### src/rtl/avalon_addr_pio_pkg.sv
// Register map and CTRL bit positions for the avalon_addr_pio address register block.
// Latency: constants only. Backpressure: n/a.
package avalon_addr_pio_pkg;

    localparam logic [1:0] ADDR_DATA  = 2'd0;
    localparam logic [1:0] ADDR_STEP  = 2'd1;
    localparam logic [1:0] ADDR_LIMIT = 2'd2;
    localparam logic [1:0] ADDR_CTRL  = 2'd3;

    localparam int CTRL_AUTO_EN = 0;
    localparam int CTRL_WRAP    = 1;
    localparam int CTRL_IRQ_EN  = 2;

    typedef struct packed {
        logic irq_en;
        logic wrap_sticky;
        logic auto_en;
    } ctrl_t;

endpackage

### src/rtl/avalon_addr_pio_step.sv
// Next-address computation: cur + step with a wrap to 0 above limit.
// Latency: combinational. Backpressure: none.
module avalon_addr_pio_step #(
    parameter int WIDTH = 11
) (
    input  logic [WIDTH-1:0] cur,
    input  logic [WIDTH-1:0] step,
    input  logic [WIDTH-1:0] limit,
    output logic [WIDTH-1:0] next,
    output logic             wrapped
);

    logic [WIDTH:0] sum;

    // One extra bit so a carry out of WIDTH counts as exceeding limit.
    always_comb begin
        sum     = {1'b0, cur} + {1'b0, step};
        wrapped = (sum > {1'b0, limit});
        next    = wrapped ? '0 : sum[WIDTH-1:0];
    end

endmodule

### src/rtl/avalon_addr_pio.sv
// Avalon-MM address register with stride auto-advance and wrap at a limit; irq via AVALON_ADDR_PIO_IRQ_EN.
// Latency: writes/advances visible 1 cycle later, reads zero wait states. Backpressure: none, one advance per cycle.
module avalon_addr_pio
    import avalon_addr_pio_pkg::*;
#(
    parameter int               WIDTH       = 11,
    parameter logic [WIDTH-1:0] RESET_VALUE = '0
) (
    input  logic             clk,
    input  logic             reset,
    input  logic [1:0]       address,
    input  logic             chipselect,
    input  logic             write_n,
    input  logic [31:0]      writedata,
    output logic [31:0]      readdata,
    input  logic             advance,
    output logic [WIDTH-1:0] out_port,
    output logic             wrap
`ifdef AVALON_ADDR_PIO_IRQ_EN
    ,
    output logic             irq
`endif
);

    logic [WIDTH-1:0] step_reg;
    logic [WIDTH-1:0] limit_reg;
    ctrl_t            ctrl;
    logic             wr;
    logic             wr_data;
    logic             do_adv;
    logic [WIDTH-1:0] adv_next;
    logic             adv_wrapped;
    logic             unused_writedata;

    assign wr      = chipselect && !write_n;
    assign wr_data = wr && (address == ADDR_DATA);
    assign do_adv  = ctrl.auto_en && advance;

    assign unused_writedata = ^writedata[31:WIDTH];

    avalon_addr_pio_step #(
        .WIDTH(WIDTH)
    ) u_step (
        .cur    (out_port),
        .step   (step_reg),
        .limit  (limit_reg),
        .next   (adv_next),
        .wrapped(adv_wrapped)
    );

    always_ff @(posedge clk or posedge reset) begin
        if (reset) begin
            out_port  <= RESET_VALUE;
            step_reg  <= WIDTH'(1);
            limit_reg <= '1;
            ctrl      <= '0;
            wrap      <= 1'b0;
        end else begin
            wrap <= 1'b0;
            // A DATA write takes priority and drops a coincident advance entirely.
            if (wr_data) begin
                out_port <= writedata[WIDTH-1:0];
            end else if (do_adv) begin
                out_port <= adv_next;
                wrap     <= adv_wrapped;
            end

            if (wr && address == ADDR_STEP) begin
                step_reg <= writedata[WIDTH-1:0];
            end
            if (wr && address == ADDR_LIMIT) begin
                limit_reg <= writedata[WIDTH-1:0];
            end

            if (wr && address == ADDR_CTRL) begin
                ctrl.auto_en <= writedata[CTRL_AUTO_EN];
                if (writedata[CTRL_WRAP]) begin
                    ctrl.wrap_sticky <= 1'b0;
                end
`ifdef AVALON_ADDR_PIO_IRQ_EN
                ctrl.irq_en <= writedata[CTRL_IRQ_EN];
`endif
            end
            // Placed after the clear so a same-cycle wrap keeps the sticky bit set.
            if (do_adv && !wr_data && adv_wrapped) begin
                ctrl.wrap_sticky <= 1'b1;
            end
        end
    end

`ifdef AVALON_ADDR_PIO_IRQ_EN
    always_ff @(posedge clk or posedge reset) begin
        if (reset) begin
            irq <= 1'b0;
        end else begin
            irq <= ctrl.wrap_sticky & ctrl.irq_en;
        end
    end
`endif

    always_comb begin
        readdata = '0;
        case (address)
            ADDR_DATA:  readdata[WIDTH-1:0] = out_port;
            ADDR_STEP:  readdata[WIDTH-1:0] = step_reg;
            ADDR_LIMIT: readdata[WIDTH-1:0] = limit_reg;
            default: begin
                readdata[CTRL_AUTO_EN] = ctrl.auto_en;
                readdata[CTRL_WRAP]    = ctrl.wrap_sticky;
                readdata[CTRL_IRQ_EN]  = ctrl.irq_en;
            end
        endcase
    end

endmodule

### config.mk
export PLATFORM = sky130hd
export DESIGN_NAME = avalon_addr_pio
export DESIGN_NICKNAME = d
export VERILOG_FILES = /design/src/rtl/avalon_addr_pio_pkg.sv /design/src/rtl/avalon_addr_pio_step.sv /design/src/rtl/avalon_addr_pio.sv
export SDC_FILE = /design/constraint.sdc
export NUM_CORES = 1
export LEC_CHECK = 0
export ABC_AREA = 1
export CORE_UTILIZATION = 48
export DETAILED_ROUTE_END_ITERATION = 16
export PLACE_DENSITY = 0.82
export SLEW_MARGIN = 5
export SYNTH_ARGS = -nofsm -noshare
export SYNTH_HDL_FRONTEND = slang
export SYNTH_SLANG_ARGS = --single-unit
### constraint.sdc
create_clock -name clk -period 3.2 [get_ports clk]
set_clock_uncertainty 0.1 [all_clocks]
set_input_delay 0.64 -clock clk [delete_from_list [all_inputs] [get_ports clk]]
set_output_delay 0.64 -clock clk [all_outputs]
set_load 0.05 [all_outputs]
==> results.toml <==
[logic_synthesis]
synthMuxAreaShare = 0
synthXorXnorAreaFrac = 0.0256
synthSimpleGateAreaFrac = 0.233
syn_area_um2 = 2740
synth_cells = 378
synth_fa_ha_area_frac = 0.108
synth_compound_area_frac = 0.142
netlist_top_cells_area = "dfrtp_1 22%, nand2_1 14%, dfstp_2 12%"
synth_seq_cells = 36
synth_top_family_by_area = "simple AND/OR/NAND/NOR gates"
synth_warnings = 1
ys_seq_area_frac = 0.335
synth_top_area_cell = "dfrtp_1"
syn_avg_cell_area_um2 = 7.24
synth_top_area_frac = 0.219
yosysUniqueCellTypes = 30

[floorplan]
start_util = 0.497
dieArea_um2 = 6010
num_rows = 27
die_w_um = 77.5
dieHeight_um = 77.5
core_um2 = 5510
io_pins = 83

[routing]
vias_per_cell = 5.20
vias = 2574
drt_iter0_drc = 163
drtPass1Iterations = 4
drc_errors = 0
avgRoutedWirePerCell_um = 14.0
drt-total-wl_um = 6950
ant_nets = 0

[placed_design]
port_buffers = 40
place_ws_ps = 93.6
postPlaceCellArea_um2 = 3270
dp_hpwl_um = 5120
globalplace.congestion = 0.911
dp.cells = 486

[clock_network]
clk_latency_ps = 290
clock-root-buffer = "clkbuf_8"
h-tree-depth = 2
cts_tree = "yes"
clk_pin_slew_ps = 80
numCtsBuffers = 5
cts_num_sinks = 36
clk_path_buf_depth = 2
postCtsHoldBufs = 0

[power_and_ir_drop]
p_comb_frac = 0.670
seqPwrFrac = 0.225
power.density_nw_per_um2 = 966
internal_power_mw = 1.62
swShare = 0.510
peakVddDrop_uv = 537
power.leakage_nw = 1.70
netSwitchingPower_mw = 1.68
p_clk_frac = 0.105

[finish]
finalNetCount = 484
fillers = 480
area_delta_synth_final_pct = 24.7
regArea_um2 = 916
final_util = 0.620
fin_cells = 495
multi_input_area_um2 = 1510
drive_gt1_frac = 0.132
diodes = 0
fin_area_um2 = 3410

[critical_path]
path_cells = "ha_4 -> inv_2 -> fa_2 -> o21ai_2 -> nand2_1 -> nand2_1 -> xor2_2 -> ha_1 -> nand2_1 -> inv_1 -> nand2_1 -> nand2_1 -> nand2_1 -> nand2_1 -> nand2_1 -> buf_6 -> nand2_1 -> nand2_1 -> nand2_1"
path_buf_inv = 3
cp_top_family = "adder cells"
r2r_setup_slack_ps = 230
crit_top_cell = "nand2_1"
cp_slowest_cell = "dfstp_2"
timing.rr.end = "ctrl[1]"
cp.required_ps = 3290
slowest_delay_ps = 570
cp-start-kind = "flip-flop"
crit_arrival_ps = 3060
worstSetupStartpoint = "step_reg[0]"
path_depth = 19
r2r_cells = 19
cp-endpoint = "ctrl[1]"
critPathKind = "reg -> reg"
end_kind = "flip-flop"
cp_max_fo = 7
r2r_start = "step_reg[0]"

[global_routing]
antenna_found_initial = 0
grt_pass1_wl_um = 11300
gr-total-overflow = 0
track_usage = 0.243
grt_start_max_net_pins = 37
grt_pass1_vias = 2495

[run]
cap_violations = 0

[sta]
maxSlewHeadroom = 0.530
min_period_over_period = 0.929
whs_ps = 399
finalHoldViolCount = 0
period_minus_slack_ps = 2970
maxSlewViolCount = 0
setup_viol = 0
worst_pin_slew_ps = 704
fmax_mhz = 337
setup_slack_ps = 229

[worst_hold_path]
worstHoldPathType = "reg -> reg"

[outcome]
status = "finished, final reports clean"
[worst register-to-register path: cells and delay by family, from the launching register on]
kind / cells / cell delay, ps
adders and majority gates: 3 / 830
xor gates and xnor gates: 1 / 180
AOI/OAI and AO/OA: 1 / 170
DFF: 1 / 570
and+or+nand+nor: 11 / 740
buffers and inverters: 3 / 260
[cell type report]
type,instances,share of cell area
clock buffer,8,0.0264
timing repair buffer,50,0.173
tap,72,0.0264
sequential,36,0.268
multi-input combinational,272,0.444
inverter,57,0.0627
[layer usage]
metal | track usage | vias up | wire (um)
met5 | 0 | - | 0
met4 | 0.102 | 0 | 170
met3 | 0.0365 | 16 | 371
met2 | 0.422 | 94 | 3380
met1 | 0.298 | 1195 | 3030
li1 | - | 1269 | -
[repair_timing]
item	CTS	global route
buffers inserted	0	1
resized for setup	0	13
setup endpoints to repair	0	13
endpoints found under the hold margin	0	0
[cells by family (layout without fill, tap and decap cells)]
group | Yosys count | count (layout)
simple gates | 153 | 153
fa+ha+maj | 23 | 23
buf+inv | 90 | 115
compound gates | 67 | 67
other cells | 1 | 21
flops | 36 | 36
xor+xnor | 8 | 8
[synth_stat cells]
cell and count:
nand2_2 4, a21o_1 2, a21oi_1 11, nand4_1 14, clkbuf_1 9, xnor2_1 4, fa_1 1, nor2_1 16
conb_1 1, buf_4 21, buf_2 1, nand3_1 15, dfstp_2 12, o21ai_1 2, nand2_1 104, a211oi_1 2
inv_1 56, dfrtp_1 24, ha_1 22, o21ai_0 36, buf_1 1, o21a_4 1, clkinv_1 1, buf_6 1
o2111ai_1 1, o21ai_2 1, o211ai_1 9, a31oi_1 1, xor2_1 4, o21bai_1 1
[cell usage in the layout, fill, tap and decap left out, types with 2 or more instances in the layout]
master	Yosys	final
dfstp_2	12	12
ha_1	22	20
clkbuf_1	9	2
nand2_1	104	103
nand3_1	15	15
o211ai_1	9	9
xnor2_1	4	4
a21oi_1	11	10
inv_1	56	54
nand2_2	4	5
clkdlybuf4s50_1	0	29
inv_2	0	2
xor2_1	4	3
o21ai_2	1	2
clkbuf_8	0	6
buf_12	0	11
dfrtp_1	24	24
o21ai_0	36	36
nand4_1	14	14
buf_4	21	9
a21o_1	2	2
conb_1	1	21
nor2_1	16	15
[through the flow]
step                      setup TNS (ps)  power, mW
after floorplan                        0       2.18
after global placement                 0       2.76
after detailed placement               0       2.83
after CTS                              0       3.18
after global routing               -13.0       3.55
final                                  0       3.30
[power groups by stage]
stage                     clock network (mW)  logic [mW]  registers [mW]
final                                  0.346        2.21           0.741
after CTS                              0.347        2.10           0.732
after global placement                     0        2.03           0.734
after floorplan                            0        1.24           0.939
after global routing                   0.362        2.43           0.755
after detailed placement                   0        2.09           0.740
[worst min path at each step]
stage / slack, ps / cells after the start / end / startpoint
after floorplan: 370 / 2 / limit_reg[10] / limit_reg[10]
after global placement: 380 / 2 / limit_reg[6] / limit_reg[6]
after detailed placement: 390 / 2 / limit_reg[8] / limit_reg[8]
after CTS: 400 / 2 / limit_reg[8] / limit_reg[8]
after global routing: 410 / 2 / limit_reg[8] / limit_reg[8]
final: 400 / 2 / limit_reg[8] / limit_reg[8]
Power figures use the tool's default switching activity.
